### src/rtl/alu_issue_ctrl_if.sv
// Request, ALU and response channels of the execute-stage issue controller.
// The controller takes the master modport since it initiates every ALU evaluation.
interface alu_issue_ctrl_if #(
    parameter int WIDTH = 32
);
    logic             req_valid;
    logic             req_ready;
    logic [1:0]       req_aluop;
    logic [5:0]       req_funct;
    logic [WIDTH-1:0] req_a;
    logic [WIDTH-1:0] req_b;

    logic [3:0]       alu_control;
    logic [WIDTH-1:0] alu_data1;
    logic [WIDTH-1:0] alu_data2;
    logic [WIDTH-1:0] alu_result;
    logic             alu_zero;

    logic             rsp_valid;
    logic             rsp_ready;
    logic [WIDTH-1:0] rsp_result;
    logic             rsp_zero;
    logic             rsp_err;

    modport master (
        input  req_valid, req_aluop, req_funct, req_a, req_b,
        input  alu_result, alu_zero, rsp_ready,
        output req_ready, alu_control, alu_data1, alu_data2,
        output rsp_valid, rsp_result, rsp_zero, rsp_err
    );

    modport slave (
        output req_valid, req_aluop, req_funct, req_a, req_b,
        output alu_result, alu_zero, rsp_ready,
        input  req_ready, alu_control, alu_data1, alu_data2,
        input  rsp_valid, rsp_result, rsp_zero, rsp_err
    );
endinterface

### src/rtl/alu_issue_ctrl.sv
// Execute-stage sequencer: decodes ALUOp/funct, walks control then operands onto an
// edge-evaluated ALU, and returns the captured result over a response handshake.
module alu_issue_ctrl #(
    parameter int WIDTH = 32
) (
    input  logic               clk,
    input  logic               rst_n,
    alu_issue_ctrl_if.master   bus,
    output logic               busy
);

    typedef enum logic [1:0] {
        IDLE = 2'd0,
        CTRL = 2'd1,
        DATA = 2'd2,
        RESP = 2'd3
    } state_t;

    state_t           state;
    state_t           state_next;

    logic [WIDTH-1:0] a_q;
    logic [WIDTH-1:0] b_q;
    logic [3:0]       control_q;
    logic [WIDTH-1:0] data1_q;
    logic [WIDTH-1:0] data2_q;
    logic             valid_q;
    logic [WIDTH-1:0] result_q;
    logic             zero_q;
    logic             err_q;

    logic [3:0]       dec_code;
    logic             dec_legal;
    logic             ready;
    logic             accept;
    logic             pop;

    always_comb begin
        dec_code  = 4'b0000;
        dec_legal = 1'b1;
        case (bus.req_aluop)
            2'b00: dec_code = 4'b0010;
            2'b01: dec_code = 4'b0110;
            2'b10: begin
                case (bus.req_funct)
                    6'b100000: dec_code = 4'b0010;
                    6'b100010: dec_code = 4'b0110;
                    6'b100100: dec_code = 4'b0000;
                    6'b100101: dec_code = 4'b0001;
                    6'b100111: dec_code = 4'b1100;
                    6'b101010: dec_code = 4'b0111;
                    default:   dec_legal = 1'b0;
                endcase
            end
            default: dec_legal = 1'b0;
        endcase
    end

    always_ff @(posedge clk) begin
        if (!rst_n) begin
            state <= IDLE;
        end else begin
            state <= state_next;
        end
    end

    always_comb begin
        state_next = state;
        ready      = 1'b0;
        busy       = 1'b1;
        case (state)
            IDLE: begin
                ready = rst_n;
                busy  = 1'b0;
                if (bus.req_valid && rst_n) begin
                    state_next = dec_legal ? CTRL : RESP;
                end
            end
            CTRL: state_next = DATA;
            DATA: state_next = RESP;
            RESP: begin
                if (valid_q && bus.rsp_ready) begin
                    state_next = IDLE;
                end
            end
            default: state_next = IDLE;
        endcase
    end

    assign accept = bus.req_valid && ready;
    assign pop    = valid_q && bus.rsp_ready;

    // data1 is driven to ~a on accept so the CTRL-cycle move to a is always a real change,
    // which makes the ALU re-evaluate under the new control even for repeated operands.
    always_ff @(posedge clk) begin
        if (!rst_n) begin
            a_q       <= '0;
            b_q       <= '0;
            control_q <= 4'b0000;
            data1_q   <= '0;
            data2_q   <= '0;
            valid_q   <= 1'b0;
            result_q  <= '0;
            zero_q    <= 1'b0;
            err_q     <= 1'b0;
        end else begin
            case (state)
                IDLE: begin
                    if (accept) begin
                        if (dec_legal) begin
                            a_q       <= bus.req_a;
                            b_q       <= bus.req_b;
                            control_q <= dec_code;
                            data1_q   <= ~bus.req_a;
                        end else begin
                            result_q <= '0;
                            zero_q   <= 1'b0;
                            err_q    <= 1'b1;
                            valid_q  <= 1'b1;
                        end
                    end
                end
                CTRL: begin
                    data1_q <= a_q;
                    data2_q <= b_q;
                end
                DATA: begin
                    result_q <= bus.alu_result;
                    zero_q   <= bus.alu_zero;
                    err_q    <= 1'b0;
                    valid_q  <= 1'b1;
                end
                RESP: begin
                    if (pop) begin
                        valid_q <= 1'b0;
                    end
                end
                default: ;
            endcase
        end
    end

    assign bus.req_ready   = ready;
    assign bus.alu_control = control_q;
    assign bus.alu_data1   = data1_q;
    assign bus.alu_data2   = data2_q;
    assign bus.rsp_valid   = valid_q;
    assign bus.rsp_result  = result_q;
    assign bus.rsp_zero    = zero_q;
    assign bus.rsp_err     = err_q;

    valid_tracks_resp: assert property (@(posedge clk) disable iff (!rst_n)
        valid_q == (state == RESP));

endmodule

### src/flat_wrapper.sv
// flat-port wrapper written by rule: the top's interface ports become plain ports
module alu_issue_ctrl_flat 
#(
    parameter int WIDTH = 32
)
  (clk, rst_n, busy, bus_req_valid, bus_req_aluop, bus_req_funct, bus_req_a, bus_req_b, bus_alu_result, bus_alu_zero, bus_rsp_ready, bus_req_ready, bus_alu_control, bus_alu_data1, bus_alu_data2, bus_rsp_valid, bus_rsp_result, bus_rsp_zero, bus_rsp_err);
  alu_issue_ctrl_if #(.WIDTH(WIDTH)) bus_i ();
  input  logic clk;
  input  logic rst_n;
  output logic busy;
  input wire logic [$bits(bus_i.req_valid)-1:0] bus_req_valid;
  input wire logic [$bits(bus_i.req_aluop)-1:0] bus_req_aluop;
  input wire logic [$bits(bus_i.req_funct)-1:0] bus_req_funct;
  input wire logic [$bits(bus_i.req_a)-1:0] bus_req_a;
  input wire logic [$bits(bus_i.req_b)-1:0] bus_req_b;
  input wire logic [$bits(bus_i.alu_result)-1:0] bus_alu_result;
  input wire logic [$bits(bus_i.alu_zero)-1:0] bus_alu_zero;
  input wire logic [$bits(bus_i.rsp_ready)-1:0] bus_rsp_ready;
  output wire logic [$bits(bus_i.req_ready)-1:0] bus_req_ready;
  output wire logic [$bits(bus_i.alu_control)-1:0] bus_alu_control;
  output wire logic [$bits(bus_i.alu_data1)-1:0] bus_alu_data1;
  output wire logic [$bits(bus_i.alu_data2)-1:0] bus_alu_data2;
  output wire logic [$bits(bus_i.rsp_valid)-1:0] bus_rsp_valid;
  output wire logic [$bits(bus_i.rsp_result)-1:0] bus_rsp_result;
  output wire logic [$bits(bus_i.rsp_zero)-1:0] bus_rsp_zero;
  output wire logic [$bits(bus_i.rsp_err)-1:0] bus_rsp_err;
  assign bus_i.req_valid = bus_req_valid;
  assign bus_i.req_aluop = bus_req_aluop;
  assign bus_i.req_funct = bus_req_funct;
  assign bus_i.req_a = bus_req_a;
  assign bus_i.req_b = bus_req_b;
  assign bus_i.alu_result = bus_alu_result;
  assign bus_i.alu_zero = bus_alu_zero;
  assign bus_i.rsp_ready = bus_rsp_ready;
  assign bus_req_ready = bus_i.req_ready;
  assign bus_alu_control = bus_i.alu_control;
  assign bus_alu_data1 = bus_i.alu_data1;
  assign bus_alu_data2 = bus_i.alu_data2;
  assign bus_rsp_valid = bus_i.rsp_valid;
  assign bus_rsp_result = bus_i.rsp_result;
  assign bus_rsp_zero = bus_i.rsp_zero;
  assign bus_rsp_err = bus_i.rsp_err;
  alu_issue_ctrl #(.WIDTH(WIDTH)) u_core (.clk(clk), .rst_n(rst_n), .bus(bus_i), .busy(busy));
endmodule
### config.mk
export PLATFORM = sky130hd
export DESIGN_NAME = alu_issue_ctrl_flat
export DESIGN_NICKNAME = d
export VERILOG_FILES = /design/src/rtl/alu_issue_ctrl_if.sv /design/src/rtl/alu_issue_ctrl.sv /design/src/flat_wrapper.sv
export SDC_FILE = /design/constraint.sdc
export NUM_CORES = 1
export LEC_CHECK = 0
export BUFFER_PORTS_ARGS = -buffer_cell sky130_fd_sc_hd__buf_2
export CORE_MARGIN = 8
export CORE_UTILIZATION = 46
export DETAILED_ROUTE_END_ITERATION = 7
export PLACE_DENSITY = 0.76
export RECOVER_POWER = 100
export SYNTH_ARGS = -nofsm -noshare
export SYNTH_HDL_FRONTEND = slang
export SYNTH_SLANG_ARGS = --single-unit
### constraint.sdc
create_clock -name clk -period 1.8 [get_ports clk]
set_input_delay 0.27 -clock clk [delete_from_list [all_inputs] [get_ports clk]]
set_output_delay 0.27 -clock clk [all_outputs]
set_load 0.05 [all_outputs]
==> run_results.csv <==
group,metric,value,unit
placement,routabilityCongestion,0.8567,
worst_setup_path,path_max_fanout,33,
routing,vias,5884,
min_path,hp-class,"in -> reg",
sta,period_needed,1.696,ns
synth,yosys_most_used_dff,"dfxtp_1",
power_and_ir_drop,powerDensity,1469,nW/µm²
worst_setup_path,regToRegEndpoint,"u_core.bus.rsp_result[25]",
placement,dp_slack,-0.1897,ns
synth,synth_nets,857,
synth,ys_ff_latch,169,
die,die_x,135.6,µm
grt,grt_max_degree,113,
die,core-area,13930,µm²
min_path,holdPathStages,2,
placement,dpl.hpwl,12740,µm
worst_setup_path,critPathKind,"reg -> reg",
sta,fin_crit_sh,0.9422,
sta,max_freq,589.6,MHz
clock_tree,clock_latency,0.42,ns
die,die_area,18380,µm²
routing,vias_per_cell,5.130,
die,die_h,135.6,µm
layout,final_cells,1147,
run_status,outcome,"finished, final reports clean",
worst_setup_path,reg2regPathDepth,7,
placement,numPortBuffers,213,
grt,grt-ovfl-total,0,
grt,track_usage,0.1948,
worst_setup_path,cpPeakStageDelay,0.32,ns
routing,drt_wl_total,18130,µm
sta,final_max_slew_viol_count,0,
sta,fin_ws,0.1041,ns
clock_tree,clkTransAtPathRegs,0.06,ns
grt,grt_pass1_vias,5580,
clock_tree,numCtsBuffers,17,
die,start_util,0.4719,
min_path,hp-start,"bus_alu_result[6]",
sta,finClkSkew,0.006915,ns
sta,rsz0062_at_grt,"no",
worst_setup_path,r2r_slack,0.10,ns
clock_tree,tritoncts,"yes",
grt,use_met1,0.2400,
min_path,min_to,"u_core.bus.rsp_result[6]",
clock_tree,cts.sinks,169,
die,num_rows,43,
worst_setup_path,arrival,2.06,ns
sta,tightest_slew,0.7070,ns
routing,ant_nets,0,
worst_setup_path,cp-end-kind,"flip-flop",
grt,antenna_found_initial,1,
worst_setup_path,required,2.16,ns
clock_tree,postCtsHoldBufs,0,
synth,synth_edf_count,0,
worst_setup_path,cp_cell_sequence,"buf_4, ha_1, nor2b_1, clkbuf_2, a211oi_4, buf_12, a22o_1",
synth,synth_cell_types,44,
routing,dr.pass1.iters,7,
worst_setup_path,cpMaxStageDelayCell,"dfxtp_1",
sta,setup_viol_count_final,0,
routing,drc,0,
clock_tree,clockBufferDepth,2,
synth,async_reset_ff_frac,0,
worst_setup_path,r2r_start,"u_core.state[1]",
layout,n_antenna_cell,0,
sta,slew_headroom,0.5307,
grt,grt_pass1_wl,28830,µm
grt,use_met2,0.3066,
synth,syn_area,6576,µm²
synth,synth.avg_cell_area,8.839,µm²
die,io_pins,214,
sta,hold_violations,0,
worst_setup_path,worst_setup_path_start_kind,"flip-flop",
synth,yosysSeqAreaShare,0.5145,
layout,drive_above_1_share,0.1986,
routing,wl_per_cell,15.81,µm
placement,dpl.cell_count,1116,
job,drv_cap,0,
layout,syn2layout_area_growth,29.19,%
synth,synthCells,744,
synth,ys_warn_count,0,
grt,grt_use_met3,0.07715,
clock_tree,postCtsSetupBuffers,0,
layout,final_nets,1068,
grt,busiest_layer,"met2",
clock_tree,cts_root_buffer,"clkbuf_16",
power_and_ir_drop,ir_drop,0.0009074,V
routing,drt_iter0_drc,321,
power_and_ir_drop,leakage,3.469,nW
sta,hold_slack,0.05809,ns
clock_tree,cts_htree_levels,4,
## cell usage after synthesis, drive strengths merged, types with 4 or more instances
cell type / count / area [µm²]
a22o: 33 / 289.0
clkbuf: 45 / 173.9
o21ai: 100 / 500.5
nand2: 169 / 634.4
nand3: 64 / 320.3
buf: 16 / 97.59
nor2: 36 / 137.6
ha: 4 / 50.05
dfxtp: 169 / 3383
a21oi: 5 / 25.02
inv: 6 / 22.52
mux2i: 64 / 640.6
## how the worst max path moves through the flow
stage	depth (start not counted)	slack, ns	end	startpoint
floorplan	7	-0.06	u_core.bus.alu_data2[10]	u_core.state[1]
global placement	6	-0.15	u_core.bus.rsp_result[13]	bus_req_funct[0]
detailed placement	6	-0.19	u_core.b_q[7]	bus_req_funct[0]
CTS	5	0.01	bus_req_ready	u_core.state[0]
global route	7	0.01	u_core.bus.rsp_result[20]	u_core.state[1]
finish	7	0.10	u_core.bus.rsp_result[25]	u_core.state[1]
## critical path, delay by kind of cell (launching register included)
family	cells	cell delay, ns
AND/OR/NAND/NOR	1	0.15
buffers and inverters	3	0.50
adder cells (fa/ha/maj)	1	0.21
flip-flops	1	0.32
AO/OA/AOI/OAI	2	0.45
## cell families (layout without fill, tap and decap cells)
group / Yosys count / after routing / synth area share
compound gates: 154 / 154 / 0.1495
fa+ha+maj: 4 / 4 / 0.007611
buf+inv: 68 / 291 / 0.04528
flops: 169 / 169 / 0.5145
mux: 65 / 65 / 0.09912
simple gates: 284 / 284 / 0.1840
## per-stage QoR
stage	TNS [ns]	power, mW	cell area (µm²)	util
3_3_place_gp	-17.12	9.077	8071	0.5792
4_1_cts	0	12.71	8656	0.6212
6_report	0	12.48	8496	0.6097
5_1_grt	0	13.11	8496	0.6097
3_5_place_dp	-21.01	9.124	8071	0.5792
2_1_floorplan	-1.287	7.782	6603	-
## routing by layer
| metal | wire [µm] | vias up | part of all wire |
|---|---|---|---|
| li1 | - | 2986 | - |
| met4 | 181 | 2 | 0.010 |
| met5 | 13 | - | 0.00072 |
| met1 | 7918 | 2688 | 0.44 |
| met2 | 8371 | 191 | 0.46 |
| met3 | 1649 | 17 | 0.091 |
## state kept, by name, indices dropped and copies added, names as in the netlist
register                cells
u_core.a_q                 32
u_core.b_q                 32
u_core.bus.alu_control      4
u_core.bus.alu_data1       32
u_core.bus.alu_data2       32
u_core.bus.rsp_err          1
u_core.bus.rsp_result      32
u_core.bus.rsp_valid        1
u_core.bus.rsp_zero         1
u_core.state                2
## cells in the final DEF (no fill, tap or decap), types with 2 or more instances in the layout
| cell | Yosys | routed |
|---|---|---|
| mux2i_1 | 64 | 64 |
| inv_1 | 6 | 4 |
| buf_4 | 1 | 25 |
| a31oi_1 | 2 | 2 |
| nor2_1 | 35 | 34 |
| nand2_1 | 169 | 169 |
| a21oi_1 | 5 | 5 |
| nor3_1 | 2 | 2 |
| nand3_1 | 64 | 64 |
| buf_6 | 3 | 3 |
| clkbuf_2 | 4 | 3 |
| ha_1 | 4 | 2 |
| clkinv_2 | 0 | 2 |
| o32ai_1 | 2 | 2 |
| inv_2 | 0 | 2 |
| a22o_1 | 33 | 33 |
| dfxtp_1 | 169 | 169 |
| clkbuf_16 | 0 | 17 |
| ha_4 | 0 | 2 |
| clkinv_4 | 0 | 5 |
| nand4_1 | 3 | 3 |
| clkbuf_8 | 0 | 4 |
| clkbuf_1 | 41 | 106 |
| nor2b_1 | 3 | 3 |
| o21ai_0 | 97 | 99 |
| clkbuf_4 | 0 | 2 |
| buf_12 | 0 | 9 |
| buf_2 | 9 | 106 |
## power by group
group / internal [mW] / leakage, nW / total [mW] / switching (mW)
Sequential: 4.28 / 1.37 / 4.56 / 0.278
Combinational: 1.41 / 1.81 / 4.38 / 2.97
Clock: 2.05 / 0.283 / 3.54 / 1.49
Total: 7.74 / 3.47 / 12.5 / 4.74
## cell type report
class                   count  area, µm²
clock buffers              22      484.2
clock inverters             9      91.34
fillers                  1274       5439
inverters                   7      31.28
multi-input cells         507       2924
flip-flops and latches    169       3383
well taps                 180      225.2
repair buffers            253       1356
## what timing repair did
| action | in CTS | in global routing |
|---|---|---|
| resized for setup | 3 | 4 |
| setup endpoints to repair | 1 | 4 |
| pin swaps | 0 | 1 |
| gates cloned | 0 | 0 |
(Power assumes the default switching activity.)
